===== config.mk =====
export PLATFORM = sky130hd
export DESIGN_NAME = ifetch_issue
export DESIGN_NICKNAME = d
export VERILOG_FILES = /design/src/rtl/ifetch_issue.sv
export SDC_FILE = /design/constraint.sdc
export NUM_CORES = 1
export LEC_CHECK = 0
export CORE_ASPECT_RATIO = 0.5
export CORE_UTILIZATION = 46
export CTS_BUF_LIST = sky130_fd_sc_hd__clkbuf_4 sky130_fd_sc_hd__clkbuf_8 sky130_fd_sc_hd__clkbuf_16
export CTS_CLUSTER_SIZE = 28
export DETAILED_ROUTE_END_ITERATION = 8
export HOLD_SLACK_MARGIN = 0.15
export PLACE_DENSITY = 0.77
export RECOVER_POWER = 25
export SYNTH_ARGS = -nofsm -noshare
export SYNTH_HDL_FRONTEND = slang
export SYNTH_SLANG_ARGS = --single-unit

===== constraint.sdc =====
create_clock -name clk -period 3.08 [get_ports clk]
set_input_delay 0.924 -clock clk [delete_from_list [all_inputs] [get_ports clk]]
set_output_delay 0.924 -clock clk [all_outputs]
set_load 0.1 [all_outputs]

===== src/rtl/ifetch_issue.sv =====
// Instruction fetch/issue unit for the RISC-Z core. Owns the PC, fetches over a
// req/ack handshake, and issues pre-split decode fields over valid/ready.
module ifetch_issue #(
  parameter int unsigned       ADDR_W   = 16,
  parameter logic [ADDR_W-1:0] RESET_PC = '0
) (
  input  logic              clk,
  input  logic              reset,
  output logic              imem_req,
  output logic [ADDR_W-1:0] imem_addr,
  input  logic              imem_ack,
  input  logic [15:0]       imem_rdata,
  output logic              issue_valid,
  input  logic              issue_ready,
  output logic [15:0]       instr,
  output logic [3:0]        op,
  output logic              r,
  output logic [1:0]        ls,
  output logic [1:0]        ad,
  output logic [ADDR_W-1:0] pc_out,
  output logic              illegal,
  input  logic              redirect,
  input  logic [ADDR_W-1:0] redirect_pc,
  output logic              halted
);

  localparam int unsigned INSTR_W = 16;
  localparam logic [3:0]  OP_HALT = 4'b0000;
  localparam logic [3:0]  OP_LS   = 4'b1110;

  typedef enum logic [1:0] {S_FETCH, S_WAIT_ACK, S_ISSUE, S_HALT} state_t;

  state_t             r_state, w_next_state;
  logic [ADDR_W-1:0]  r_pc, w_next_pc;
  logic [ADDR_W-1:0]  r_addr, w_next_addr;
  logic [INSTR_W-1:0] r_instr, w_next_instr;
  logic               r_flush, w_next_flush;
  logic [INSTR_W-1:0] w_instr;

  always_ff @(posedge clk) begin
    if (reset) begin
      r_state <= S_FETCH;
      r_pc    <= RESET_PC;
      r_addr  <= RESET_PC;
      r_instr <= '0;
      r_flush <= 1'b0;
    end else begin
      r_state <= w_next_state;
      r_pc    <= w_next_pc;
      r_addr  <= w_next_addr;
      r_instr <= w_next_instr;
      r_flush <= w_next_flush;
    end
  end

  // Redirect beats both the PC increment and the issue handshake.
  always_comb begin
    w_next_state = r_state;
    w_next_pc    = r_pc;
    w_next_addr  = r_addr;
    w_next_instr = r_instr;
    w_next_flush = r_flush;
    case (r_state)
      S_FETCH: begin
        w_next_addr = r_pc;
        if (redirect) w_next_pc = redirect_pc;
        else          w_next_state = S_WAIT_ACK;
      end
      S_WAIT_ACK: begin
        if (redirect) w_next_pc = redirect_pc;
        if (imem_ack) begin
          w_next_flush = 1'b0;
          if (r_flush || redirect) begin
            w_next_state = S_FETCH;
          end else begin
            w_next_instr = imem_rdata;
            w_next_state = S_ISSUE;
          end
        end else if (redirect) begin
          w_next_flush = 1'b1;
        end
      end
      S_ISSUE: begin
        if (redirect) begin
          w_next_pc    = redirect_pc;
          w_next_state = S_FETCH;
        end else if (issue_ready) begin
          if (r_instr[15:12] == OP_HALT) begin
            w_next_state = S_HALT;
          end else begin
            w_next_pc    = r_pc + ADDR_W'(1);
            w_next_state = S_FETCH;
          end
        end
      end
      S_HALT: w_next_state = S_HALT;
      default: w_next_state = S_FETCH;
    endcase
  end

  // Outputs show reset values for as long as reset is held, even mid-fetch.
  assign imem_req    = !reset && (r_state == S_FETCH || r_state == S_WAIT_ACK);
  assign imem_addr   = reset ? RESET_PC : ((r_state == S_WAIT_ACK) ? r_addr : r_pc);
  assign issue_valid = !reset && (r_state == S_ISSUE);
  assign halted      = !reset && (r_state == S_HALT);
  assign pc_out      = reset ? RESET_PC : r_pc;
  assign w_instr     = reset ? '0 : r_instr;

  assign instr   = w_instr;
  assign op      = w_instr[15:12];
  assign r       = w_instr[0];
  assign ls      = w_instr[1:0];
  assign ad      = w_instr[1:0];
  assign illegal = (w_instr[15:12] == OP_LS) &&
                   (w_instr[1:0] == 2'b00 || w_instr[1:0] == 2'b11);

endmodule


==> metrics.txt <==
worst skew pair latency 0.29 ns; Pre-Repair DR Iteration Count 4; Die Wd 116.0 µm; Mapped Cells 395; Post-synth EDFFs 0; power density cells 405.1 nW/µm²; top-count cell post-synth nand2_1; Setup CP Type flip-flop to output port; setup-violating endpoint count in the final report 0; Area after DPL 4856 µm²; number of routed nets with antenna violations 0; H-Tree Depth 2; grt ovf 0; actual slew at the worst max-slew pin 1.046 ns; initial antenna violation count 0; met2 routed WL 4785 µm; cts repair resizes 0; GP Congestion 0.8438; Arrival @ worst endpoint 1.97 ns; result of the run finished, final reports clean; min Tclk post-route 2.897 ns; Register-to-Register Setup Slack 1.02 ns; Hold Vio Cnt, Final 0; top cells by count, synth nand2_1, a21oi_1, dfxtp_1; dpl ws 0.3062 ns; worst r2r src r_state[1]$_SDFFE_PP0P_; Routed WL 9548 µm; clk sink count 51; drc violations 0; Initial Util 48.52%; Critical Path Sink imem_addr[0]; async set or reset register ratio after synthesis 0%; Final Cell Area 4979 µm²; Worst Path Required 2.16 ns; I/O Pins 98; leakage 0.001880 µW; CTS max path bufs 2; Core Util, Final 80.87%; average wire per standard cell 17.17 µm; CP Launch Type flip-flop; top-area cell type share of the netlist area 34.19%; Critical Path Sink Type output port; TritonCTS buffer count 5; CTS tree built; P_sw 644.6 µW; most common flop cell mapped by yosys dfxtp_1; critical path launch point r_state[1]$_SDFFE_PP0P_; maximum vdd ir drop 0.3192 mV; Pins Over Slew Limit 0; sequential share of the synthesized area 34.19%; layout cell share with drive strength beyond 1 28.85%; Net Sw Frac 31.96%; #FFs+latches synth 51; largest net degree at the start of global routing 38; setup TNS 0 ns; syn avg cell area 7.561 µm²; NumNets Final 505; Hold Buf Count CTS 0; Mapped Area 2987 µm²; CTS clk-pin slew, worst paths 0.07 ns; # diodes 0; syn_nets 433; max cap viols 0; Hold Crit Class flip-flop to flip-flop; die height 58.98 µm; met3 wire length 627 µm; CTS root buf clkbuf_16; Critical R2R Capture r_pc[4]$_SDFFE_PP0P_; port buffer count 97; sequential group share of total power 36.3%; first-pass GRT wire length 15,240 µm; routed vias/inst 5.567; Synth area leader dfxtp_1; Core Area 6156 µm²; Cell Int Power 1372 µW; Fmax 345.2 MHz; top sig layer met4; RSZ-0062 raised after global routing no; depth of the worst register-to-register path 5; Area contributors post-synth dfxtp_1, nand2_1, a21oi_1; Area Growth Syn to Fin 66.69%; Comb power frac 27.6%; WL met1 4045 µm; all-layer global routing usage 29.14%; DP HPWL 6721 µm; post-synthesis cell type count 54; Tcrit/Tclk final 94.05%; CP max FO 16; worst setup margin 0.1831 ns; drt initial violations 211; die area 6838 µm²; Post-CTS Setup Bufs 0; num rows 20; Rel. slew slack 29.99%; final clock skew 0.004233 ns; Yosys Warn Count 0; total number of vias 3,095; clock power share 36.1%; Overall Power 2017 µW; vias in the first global route 3,117
-- worst max-delay path, stage by stage (launching register included) --
cell and delay, ns:
dfxtp_1 0.34, buf_4 0.20, nor2b_1 0.33, buf_4 0.30, nand2_1 0.10, a21oi_2 0.21
buf_12 0.20
-- cells by family after synthesis --
family,Yosys count,synth area share [%]
simple gates,185,30.67
compound gates,91,20.15
flops,51,34.19
buf+inv,50,8.923
mux,16,5.362
xor+xnor,1,0.2933
fa+ha+maj,1,0.4189
-- cell usage in the layout (no fill, tap or decap), types with 3 or more instances in the layout --
cell type,count
a211o_1,3
nor2_1,23
inv_1,8
mux2i_1,16
nand3_1,5
nand2_1,87
a21oi_1,35
dfxtp_1,51
a21oi_2,6
buf_12,59
clkdlybuf4s50_1,34
or4_1,4
nor2_4,10
a21oi_4,10
o31ai_1,5
o21ai_0,3
o22ai_1,6
o31a_1,8
nor2b_1,8
clkbuf_16,5
nand4_1,6
nor2b_4,7
nor2b_2,11
and2_1,3
clkbuf_2,4
buf_4,8
-- per-stage QoR --
stage | hold WS [ns] | cells
6_report | 0.4554 | 556
5_1_grt | 0.4727 | 556
4_1_cts | 0.4565 | 556
3_5_place_dp | 0.4470 | 548
3_3_place_gp | 0.4415 | 548
2_1_floorplan | 0.4366 | 395
-- power by group through the flow --
stage	clock network (µW)	logic, µW	registers, µW
floorplan	0	380	725
global placement	0	549	742
detailed placement	0	561	744
CTS	727	566	730
global route	760	582	736
finish	729	557	731
-- flip-flops by register name (all words and copies together), names as in the netlist --
name and cells:
r_addr 16, r_state 2, r_instr 16, r_flush 1, r_pc 16
-- cell type report --
cell class,count,area (µm²)
Multi-Input combinational cell,294,2009
Sequential cell,51,1021
Clock inverter,2,60.06
Inverter,8,30.03
Fill cell,376,1177
Clock buffer,6,132.6
Timing Repair Buffer,107,1615
Tap cell,88,110.1
-- worst min-delay path by stage --
| stage | startpoint | endpoint | slack (ns) | cells past startpoint |
|---|---|---|---|---|
| 3_5_place_dp | r_addr[15]$_SDFFE_PP0N_ | r_addr[15]$_SDFFE_PP0N_ | 0.45 | 2 |
| 6_report | r_addr[15]$_SDFFE_PP0N_ | r_addr[15]$_SDFFE_PP0N_ | 0.46 | 2 |
| 4_1_cts | r_addr[15]$_SDFFE_PP0N_ | r_addr[15]$_SDFFE_PP0N_ | 0.46 | 2 |
| 2_1_floorplan | r_addr[0]$_SDFFE_PP0N_ | r_addr[0]$_SDFFE_PP0N_ | 0.44 | 2 |
| 5_1_grt | r_addr[15]$_SDFFE_PP0N_ | r_addr[15]$_SDFFE_PP0N_ | 0.47 | 2 |
| 3_3_place_gp | r_addr[2]$_SDFFE_PP0N_ | r_addr[2]$_SDFFE_PP0N_ | 0.44 | 2 |
-- routing by layer --
layer  vias up  track usage, %
li1       1490               -
met5         -               0
met4         0           8.059
met1      1483           33.99
met3        12           7.873
met2       110           53.49
No activity file was read; power rests on OpenSTA's default activity.
